[config.mk]
export PLATFORM = sky130hd
export DESIGN_NAME = jtkicker_romarb
export DESIGN_NICKNAME = d
export VERILOG_FILES = /design/src/rtl/jtkicker_romarb_pkg.sv /design/src/rtl/jtkicker_romarb_slot.sv /design/src/rtl/jtkicker_romarb.sv
export SDC_FILE = /design/constraint.sdc
export NUM_CORES = 1
export LEC_CHECK = 0
export BUFFER_PORTS_ARGS = -buffer_cell sky130_fd_sc_hd__buf_4
export CORE_MARGIN = 3
export CORE_UTILIZATION = 30
export DETAILED_ROUTE_END_ITERATION = 8
export GPL_ROUTABILITY_DRIVEN = 0
export SLEW_MARGIN = 20
export SYNTH_ARGS = -nofsm -noshare
export SYNTH_HDL_FRONTEND = slang
export SYNTH_SLANG_ARGS = --single-unit
[constraint.sdc]
create_clock -name clk -period 5.4 [get_ports clk]
set_clock_uncertainty 0.2 [all_clocks]
set_input_delay 0.27 -clock clk [delete_from_list [all_inputs] [get_ports clk]]
set_output_delay 0.27 -clock clk [all_outputs]
set_load 0.03 [all_outputs]
[src/rtl/jtkicker_romarb_pkg.sv]
// Shared types for the Kicker ROM arbiter: requester indices, FSM states and
// the round-robin successor used among the video/PCM requesters.
package jtkicker_romarb_pkg;

    typedef enum logic [1:0] {
        MAIN = 2'd0,
        SCR  = 2'd1,
        OBJ  = 2'd2,
        PCM  = 2'd3
    } req_e;

    typedef enum logic [1:0] {
        IDLE = 2'd0,
        REQ  = 2'd1,
        WAIT = 2'd2
    } state_e;

    // Round-robin ring over the non-main requesters: scr -> obj -> pcm -> scr
    function automatic req_e rr_next(input req_e r);
        case (r)
            SCR:     return OBJ;
            OBJ:     return PCM;
            default: return SCR;
        endcase
    endfunction

endpackage

[src/rtl/jtkicker_romarb_slot.sv]
// One-entry read cache for a single ROM requester: tag, data and valid bit,
// with optional byte extraction from the 32-bit SDRAM word pair at fill time.
module jtkicker_romarb_slot #(
    parameter int AW       = 16,
    parameter int DW       = 8,
    parameter bit BYTE_SEL = 1'b1
) (
    input  logic          clk,
    input  logic          rst_n,
    input  logic          cs_i,
    input  logic [AW-1:0] addr_i,
    input  logic          fill_i,
    input  logic [AW-1:0] fill_addr_i,
    input  logic [31:0]   fill_data_i,
    output logic          hit_o,
    output logic [DW-1:0] data_o
);

    logic          valid_q;
    logic [AW-1:0] tag_q;
    logic [DW-1:0] data_q;
    logic [DW-1:0] fill_data;

    generate
        if (BYTE_SEL) begin : g_byte
            // Odd byte addresses live in the upper half of the 16-bit word
            logic unused_hi;
            assign unused_hi = &{1'b0, fill_data_i[31:16]};
            assign fill_data = fill_addr_i[0] ? fill_data_i[8 +: DW] : fill_data_i[0 +: DW];
        end else begin : g_word
            assign fill_data = fill_data_i[DW-1:0];
        end
    endgenerate

    always_ff @(posedge clk or negedge rst_n) begin
        if (!rst_n) begin
            valid_q <= 1'b0;
            tag_q   <= '0;
            data_q  <= '0;
        end else if (fill_i) begin
            valid_q <= 1'b1;
            tag_q   <= fill_addr_i;
            data_q  <= fill_data;
        end
    end

    assign hit_o  = cs_i & valid_q & (addr_i == tag_q);
    assign data_o = data_q;

endmodule

[src/rtl/jtkicker_romarb.sv]
// Shares one SDRAM read port among main CPU, scroll, object and PCM ROM readers,
// each fronted by a one-entry cache. Main has priority but alternates under contention.
module jtkicker_romarb
    import jtkicker_romarb_pkg::*;
#(
    parameter logic [21:0] MAIN_START = 22'h00000,
    parameter logic [21:0] SCR_START  = 22'h10000,
    parameter logic [21:0] OBJ_START  = 22'h14000,
    parameter logic [21:0] PCM_START  = 22'h1C000
) (
    input  logic        clk,
    input  logic        rst_n,
    input  logic        main_cs,
    input  logic [15:0] main_addr,
    output logic        main_ok,
    output logic [7:0]  main_data,
    input  logic        scr_cs,
    input  logic [12:0] scr_addr,
    output logic        scr_ok,
    output logic [31:0] scr_data,
    input  logic        obj_cs,
    input  logic [13:0] obj_addr,
    output logic        obj_ok,
    output logic [31:0] obj_data,
    input  logic        pcm_cs,
    input  logic [15:0] pcm_addr,
    output logic        pcm_ok,
    output logic [7:0]  pcm_data,
    output logic        sdram_req,
    output logic [20:0] sdram_addr,
    input  logic        sdram_ack,
    input  logic        sdram_dok,
    input  logic [31:0] sdram_data,
    output logic [1:0]  dbg_state
);

    // Handshake: sdram_req/sdram_addr stay stable from issue until the cycle
    // sdram_ack is seen; sdram_dok is only honoured after (or with) that ack.

    state_e      st_q, st_d;
    req_e        gnt_q, gnt_d, rr_q, rr_d, arb;
    logic        last_main_q, last_main_d;
    logic        req_q, req_d;
    logic [20:0] addr_q, addr_d;
    logic [15:0] lat_q, lat_d;
    logic [3:0]  hit, pend;
    logic        fill;
    logic [20:0] req_waddr;
    logic [15:0] req_laddr;

    jtkicker_romarb_slot #(.AW(16), .DW(8), .BYTE_SEL(1'b1)) u_main (
        .clk(clk), .rst_n(rst_n), .cs_i(main_cs), .addr_i(main_addr),
        .fill_i(fill && gnt_q == MAIN), .fill_addr_i(lat_q), .fill_data_i(sdram_data),
        .hit_o(hit[MAIN]), .data_o(main_data)
    );

    jtkicker_romarb_slot #(.AW(13), .DW(32), .BYTE_SEL(1'b0)) u_scr (
        .clk(clk), .rst_n(rst_n), .cs_i(scr_cs), .addr_i(scr_addr),
        .fill_i(fill && gnt_q == SCR), .fill_addr_i(lat_q[12:0]), .fill_data_i(sdram_data),
        .hit_o(hit[SCR]), .data_o(scr_data)
    );

    jtkicker_romarb_slot #(.AW(14), .DW(32), .BYTE_SEL(1'b0)) u_obj (
        .clk(clk), .rst_n(rst_n), .cs_i(obj_cs), .addr_i(obj_addr),
        .fill_i(fill && gnt_q == OBJ), .fill_addr_i(lat_q[13:0]), .fill_data_i(sdram_data),
        .hit_o(hit[OBJ]), .data_o(obj_data)
    );

    jtkicker_romarb_slot #(.AW(16), .DW(8), .BYTE_SEL(1'b1)) u_pcm (
        .clk(clk), .rst_n(rst_n), .cs_i(pcm_cs), .addr_i(pcm_addr),
        .fill_i(fill && gnt_q == PCM), .fill_addr_i(lat_q), .fill_data_i(sdram_data),
        .hit_o(hit[PCM]), .data_o(pcm_data)
    );

    assign pend = {pcm_cs, obj_cs, scr_cs, main_cs} & ~hit;

    // Round-robin pick among scr/obj/pcm, then main overrides unless it won last time
    always_comb begin
        req_e cand;
        logic found;
        arb   = MAIN;
        found = 1'b0;
        cand  = rr_q;
        for (int i = 0; i < 3; i++) begin
            if (!found && pend[cand]) begin
                arb   = cand;
                found = 1'b1;
            end
            cand = rr_next(cand);
        end
        if (pend[MAIN] && !(last_main_q && |pend[3:1])) arb = MAIN;
    end

    always_comb begin
        req_waddr = '0;
        req_laddr = '0;
        case (arb)
            MAIN: begin
                req_waddr = MAIN_START[21:1] + {6'd0, main_addr[15:1]};
                req_laddr = main_addr;
            end
            SCR: begin
                req_waddr = SCR_START[21:1] + {8'd0, scr_addr};
                req_laddr = {3'd0, scr_addr};
            end
            OBJ: begin
                req_waddr = OBJ_START[21:1] + {7'd0, obj_addr};
                req_laddr = {2'd0, obj_addr};
            end
            default: begin
                req_waddr = PCM_START[21:1] + {6'd0, pcm_addr[15:1]};
                req_laddr = pcm_addr;
            end
        endcase
    end

    always_comb begin
        st_d        = st_q;
        gnt_d       = gnt_q;
        rr_d        = rr_q;
        last_main_d = last_main_q;
        req_d       = req_q;
        addr_d      = addr_q;
        lat_d       = lat_q;
        fill        = 1'b0;
        case (st_q)
            IDLE: begin
                if (|pend) begin
                    gnt_d       = arb;
                    lat_d       = req_laddr;
                    addr_d      = req_waddr;
                    req_d       = 1'b1;
                    st_d        = REQ;
                    last_main_d = (arb == MAIN);
                    if (arb != MAIN) rr_d = rr_next(arb);
                end
            end
            REQ: begin
                if (sdram_ack) begin
                    req_d = 1'b0;
                    if (sdram_dok) begin
                        fill = 1'b1;
                        st_d = IDLE;
                    end else begin
                        st_d = WAIT;
                    end
                end
            end
            WAIT: begin
                if (sdram_dok) begin
                    fill = 1'b1;
                    st_d = IDLE;
                end
            end
            default: st_d = IDLE;
        endcase
    end

    always_ff @(posedge clk or negedge rst_n) begin
        if (!rst_n) begin
            st_q        <= IDLE;
            gnt_q       <= MAIN;
            rr_q        <= SCR;
            last_main_q <= 1'b0;
            req_q       <= 1'b0;
            addr_q      <= '0;
            lat_q       <= '0;
        end else begin
            st_q        <= st_d;
            gnt_q       <= gnt_d;
            rr_q        <= rr_d;
            last_main_q <= last_main_d;
            req_q       <= req_d;
            addr_q      <= addr_d;
            lat_q       <= lat_d;
        end
    end

    assign main_ok    = hit[MAIN];
    assign scr_ok     = hit[SCR];
    assign obj_ok     = hit[OBJ];
    assign pcm_ok     = hit[PCM];
    assign sdram_req  = req_q;
    assign sdram_addr = addr_q;
    assign dbg_state  = st_q;

endmodule

==> results of run 1 <==
-- logic make-up (layout without fill, tap and decap cells) --
family	Yosys count	in the layout	share of synthesized area (%)
other cells	1	4	0.0441
simple gates	103	103	6.24
compound gates	137	137	11.2
flops	184	184	54.2
fa+ha+maj	10	10	1.47
mux	136	136	17.9
xor+xnor	59	59	6.08
buf+inv	50	292	2.91
-- tightest hold or removal path, stage by stage --
cell and delay (ns):
buf_4 0.09, nor2_1 0.04, a31oi_1 0.14, o2bb2ai_1 0.07
-- synth_stat cells (2+ instances only) --
library cell	number	area, sq um
dfrtp_1	183	4580
mux2_2	124	1400
xnor2_1	45	394
a21oi_1	31	155
a211oi_1	28	210
a21o_1	28	210
nand2_1	27	101
clkbuf_1	23	86.3
nor2_1	17	63.8
o21ai_0	16	80.1
nor2b_1	14	87.6
xor2_1	14	123
a22oi_1	13	97.6
inv_1	13	48.8
nand3_1	12	60.1
nand4_1	12	75.1
mux2i_1	11	110
ha_1	10	125
buf_4	7	52.6
buf_6	4	45.0
nand2b_1	4	25.0
nor4_1	4	25.0
a31oi_1	3	18.8
buf_2	3	15.0
nor3_1	3	15.0
o211ai_1	3	22.5
or2_2	3	18.8
or4_4	3	33.8
a221oi_1	2	17.5
o21ai_2	2	17.5
o41ai_1	2	17.5
or3_1	2	12.5
-- power by group --
group | switching (mW) | internal, mW | leakage, nW
clock network | 0.616 | 0.623 | 0.284
logic | 1.79 | 1.35 | 2.74
registers | 0.422 | 1.94 | 2.37
total | 2.82 | 3.91 | 5.39
-- state kept, by name, indices dropped and copies added, names as in the netlist, 13 cells and up --
| name | flops |
|---|---|
| u_obj.data_o | 32 |
| u_scr.tag_q | 13 |
| u_scr.data_o | 32 |
| lat_q | 16 |
| u_pcm.tag_q | 16 |
| u_main.tag_q | 16 |
| u_obj.tag_q | 14 |
| sdram_addr | 17 |
-- how the worst min path moves through the flow --
stage | slack, ns | start | endpoint | cells past startpoint
2_1_floorplan | -0.23 | rst_n | dbg_state[0]$_DFFE_PN0P_ | 0
3_3_place_gp | 0.25 | u_pcm.valid_q$_DFFE_PN0P_ | u_pcm.valid_q$_DFFE_PN0P_ | 1
3_5_place_dp | 0.25 | u_pcm.valid_q$_DFFE_PN0P_ | u_pcm.valid_q$_DFFE_PN0P_ | 1
4_1_cts | 0.009 | sdram_dok | dbg_state[1]$_DFFE_PN0P_ | 4
5_1_grt | 0.04 | sdram_dok | dbg_state[1]$_DFFE_PN0P_ | 4
6_report | 0.02 | sdram_dok | dbg_state[1]$_DFFE_PN0P_ | 4
-- area by class of cell --
class,instances,share of cell area (%)
Clock inverter,14,1.38
Sequential cell,184,40.6
Tap cell,372,4.10
Multi-Input combinational cell,449,32.4
Clock buffer,18,3.78
Timing Repair Buffer,247,17.3
Inverter,13,0.430
-- repair_timing --
action	CTS	global route
hold buffers	37	0
hold endpoints to repair	267	0
resized for setup	0	0
-- per-stage QoR --
step / util, % / hold WS [ns] / setup WS (ns) / std cells / cell area [sq um]
after floorplan: - / -0.226 / 2.03 / 683 / 8510
after global placement: 37.9 / 0.248 / 1.43 / 1228 / 10400
after detailed placement: 37.9 / 0.252 / 1.35 / 1228 / 10400
after CTS: 41.4 / 0.00897 / 1.31 / 1297 / 11300
after global routing: 41.4 / 0.0445 / 0.991 / 1297 / 11300
final: 41.4 / 0.0218 / 1.33 / 1297 / 11300
-- metal layers --
metal / GRT usage (%) / part of all wire [%] / vias up / wire, um
li1: - / - / 2914 / -
met1: 20.8 / 44 / 3146 / 10800
met2: 27.1 / 48 / 181 / 11900
met3: 4.89 / 6.8 / 11 / 1670
met4: 3.55 / 0.77 / 0 / 189
met5: 0 / 0 / - / 0
==> flow_summary.ini, run 1 <==
[synth]
ys_async_sr_fraction_pct = 100
synth-edff-count = 0
synth_area_sq_um = 8500
syn-instance-count = 680
ys_ff_latch = 184
yosys_warnings = 0
synth.yosys.seq_area_share_pct = 54.2
ys.flop_type = dfrtp_1
ys_types = 46
syn_area_per_cell_sq_um = 12.5

[status]
status = finished, final reports clean

[detailed_routing]
num_vias = 6252
wl_per_cell_um = 18.9
dr.pass1.iters = 4
viasPerCell = 4.82
drt-total-wl_mm = 24.5
first_iter_violations = 358
ant_nets = 0
drc_errors = 0

[pwr]
p_leak_nw = 5.39
powerDensity_nw_per_um2 = 594
peakVddDrop_mv = 0.286
p_total_mw = 6.73

[critical_path]
crit_type = in2reg
timing.critical_path.buf_inv = 3
crit_start = pcm_addr[14]
arrival_ns = 4.18
crit_end = sdram_addr[10]$_DFFE_PN0P_
reg2regPathDepth = 12
r2r-end = sdram_addr[10]$_DFFE_PN0P_
path_cells = dlygate4sd3_1 -> buf_4 -> xnor2_1 -> nand4_1 -> or4_4 -> o211ai_2 -> a32o_1 -> a211oi_1 -> nor3_1 -> ha_1 -> buf_4 -> nor2b_1 -> a211oi_1 -> a21o_1
rr_startpoint = u_obj.tag_q[13]$_DFFE_PN0P_
max_stage_delay_ns = 0.61
critical-path-top-delay-family = simple AND/OR/NAND/NOR gates
worstSetupEndpointType = flip-flop
cp_max_fo = 21
startpoint_type = primary input
cp_data_required_time_ns = 5.51
crit_slowest_cell = ha_1
cp.depth = 14
reg2reg_slack_ns = 1.34

[grt]
grt_max_degree = 185
antenna_found_initial = 0
overflow = 0
grt_pass1_vias = 6692
grt_pass1_wl_mm = 38.6
grtUsageTotal_pct = 16.2

[hold_path]
hp-class = in2reg

[clock_network]
clock_sinks = 184
post_cts_buffers = 0
numCtsBuffers = 17
worstSkewPairLatency_ns = 0.43
clk_pin_slew_ns = 0.08
tritoncts = built
clk_path_buf_depth = 2
htree_levels = 4
cts_root_buf = clkbuf_16

[sta]
slew_headroom_pct = 30.1
tns_ns = 0
slew_violations = 0
final_hold_viol_count = 0
rsz0062_at_grt = no
fmax_ghz = 0.246
finalSetupViolCount = 0
period_minus_slack_ns = 4.07
worst_pin_slew_ns = 1.05
period_share_pct = 75.4

[floorplan]
die_area_sq_um = 30400
die-height_um = 174
design.core.area_sq_um = 27400
core.rowCount = 60
start_util_pct = 31.0
boundaryPins = 207
die_w_um = 174

[final_layout]
multiInputGateArea_sq_um = 3680
layout_commonest_cell = buf_4
drive_gt1_share_pct = 41.4
diodes = 0
final_cell_mix = 208 x buf_4, 183 x dfrtp_1, 124 x mux2_2
nFillCells = 2657
finalNetCount = 1021
seq_area_sq_um = 4610
area_growth_syn_to_layout_pct = 33.5

[placement]
portBuffers = 202
dp_hpwl_mm = 18.1

[job]
drv_cap = 0
Note: power is estimated with default switching activity, not from simulation.
==> inputs of run 2 (changes only) <==
Clock period 5.4 ns to 3.6 ns, I/O delays scaled along.
==> run 2 against run 1 <==
Net effect: die area is the same; largest power group unchanged; global-route usage grew 0.52 points; total power grew 63%; sequential power grew 50%; cell area grew 6.2%; combinational power grew 77%; setup slack lost 1.3 ns; clock-buffer cell count shrank 1; clock power grew 50%.
==> flow_summary.ini, run 2 (synthesized netlist as in run 1, its figures left out) <==
[final_layout]
seq_area_sq_um = 4610
diodes = 0
nFillCells = 2597
final_area_sq_um = 12100
final_cell_mix = 235 x buf_4, 183 x dfrtp_1, 124 x mux2_2
area_growth_syn_to_layout_pct = 41.8
drive_gt1_share_pct = 48.3
multiInputGateArea_sq_um = 3950
finalNetCount = 1065
layout_commonest_cell = buf_4

[pwr]
p_total_mw = 11.0
powerDensity_nw_per_um2 = 910
p_leak_nw = 5.67
peakVddDrop_mv = 0.431

[detailed_routing]
dr.pass1.iters = 4
drt-total-wl_mm = 25.8
ant_nets = 0
wl_per_cell_um = 19.3
viasPerCell = 4.82
num_vias = 6461
drc_errors = 0
first_iter_violations = 305

[sta]
worst_pin_slew_ns = 0.830
tns_ns = 0
rsz0062_at_grt = yes
finalSetupViolCount = 0
hold_slack_ns = 0.0208
slew_headroom_pct = 44.7
period_minus_slack_ns = 3.57
fmax_ghz = 0.280
final_hold_viol_count = 0
slew_violations = 0
period_share_pct = 99.2

[clock_network]
tritoncts = built
worstSkewPairLatency_ns = 0.43
htree_levels = 4
clk_path_buf_depth = 2
clk_pin_slew_ns = 0.08
cts_root_buf = clkbuf_16
clock_sinks = 184
numCtsBuffers = 17

[floorplan]
core.rowCount = 60
die-height_um = 174
design.core.area_sq_um = 27400
die_area_sq_um = 30400
start_util_pct = 31.0
boundaryPins = 207
die_w_um = 174

[critical_path]
arrival_ns = 3.70
crit_type = in2reg
worstSetupEndpointType = flip-flop
crit_start = pcm_addr[13]
cp_max_fo = 15
rr_startpoint = u_pcm.tag_q[8]$_DFFE_PN0P_
startpoint_type = primary input
cp_data_required_time_ns = 3.73

[placement]
dp_hpwl_mm = 18.6
portBuffers = 202
placed_area_sq_um = 10700

[job]
drv_cap = 0

[grt]
grt_pass1_wl_mm = 39.6
grt_pass1_vias = 6755
antenna_found_initial = 0
grt_max_degree = 83
overflow = 0
grtUsageTotal_pct = 16.7

[hold_path]
hp-start = pcm_addr[12]
hp-class = in2reg

[status]
status = finished, final reports clean
[run 2: cell types whose count changed in the layout (fill, tap and decap cells not counted), sizes merged]
cell,before,now
dlygate4sd3,37,44
buf,210,246
clkinv,5,3
clkbuf,18,17
inv,21,20
dlymetal6s4s,0,1
clkinvlp,1,5
[run 2: report_power, final]
part | total (mW) | internal [mW] | switching (mW)
Combinational | 5.56 | 2.59 | 2.97
Clock | 1.86 | 0.928 | 0.937
Sequential | 3.54 | 2.90 | 0.638
[run 2: critical path: stages]
cell           delay (ns)
dlygate4sd3_1        0.54
buf_4                0.15
xnor2_1              0.15
nand4_1              0.16
or4_4                0.56
o211ai_4             0.21
a32o_2               0.27
a2111oi_4            0.09
or3_4                0.38
ha_2                 0.22
buf_12               0.16
buf_4                0.16
a21oi_2              0.18
a211oi_2             0.11
a21o_1               0.16
[run 2: timing repair]
action / CTS / global route
setup buffers: 0 / 3
pin swaps: 1 / 10
hold endpoints to repair: 168 / 1
gates resized for setup: 10 / 50
endpoints found under the setup margin: 24 / 31
hold buffers: 44 / 1
[run 2: per-stage QoR]
step | instances | setup slack (ns) | utilization [%]
global route | 1341 | -0.0773 | 44.0
finish | 1341 | 0.0297 | 44.0
CTS | 1337 | 0.00911 | 43.0
detailed placement | 1261 | -0.131 | 39.1
floorplan | 683 | 0.230 | -
global placement | 1261 | -0.141 | 39.1
[run 2: area by class of cell]
| class | count | area share, % |
|---|---|---|
| Timing Repair Buffer | 291 | 20.0 |
| Clock inverter | 15 | 1.29 |
| Multi-Input combinational cell | 449 | 32.7 |
| Clock buffer | 17 | 3.53 |
| Inverter | 13 | 0.405 |
| Sequential cell | 184 | 38.2 |
| Tap cell | 372 | 3.86 |
[run 2: worst paths after layout]
| check | depth (start not counted) | endpoint | slack [ns] |
|---|---|---|---|
| setup / recovery | 15 | sdram_addr[2]$_DFFE_PN0P_ | 0.03 |
| hold / removal | 4 | lat_q[12]$_DFFE_PN0P_ | 0.02 |
| setup reg to reg | 13 | sdram_addr[2]$_DFFE_PN0P_ | 0.05 |
| hold reg to reg | 1 | u_scr.valid_q$_DFFE_PN0P_ | 0.28 |
| max in group asynchronous | 3 | u_pcm.tag_q[14]$_DFFE_PN0P_ | 2.09 |
| min in group asynchronous | 2 | sdram_addr[16]$_DFFE_PN0P_ | 0.17 |
[run 2: layer usage]
layer,vias up,routed length [um],global-route usage [%]
met5,-,0,0
met4,0,324,3.59
met3,14,2000,5.44
met2,204,12500,27.5
met1,3251,11000,21.6
li1,2992,-,-
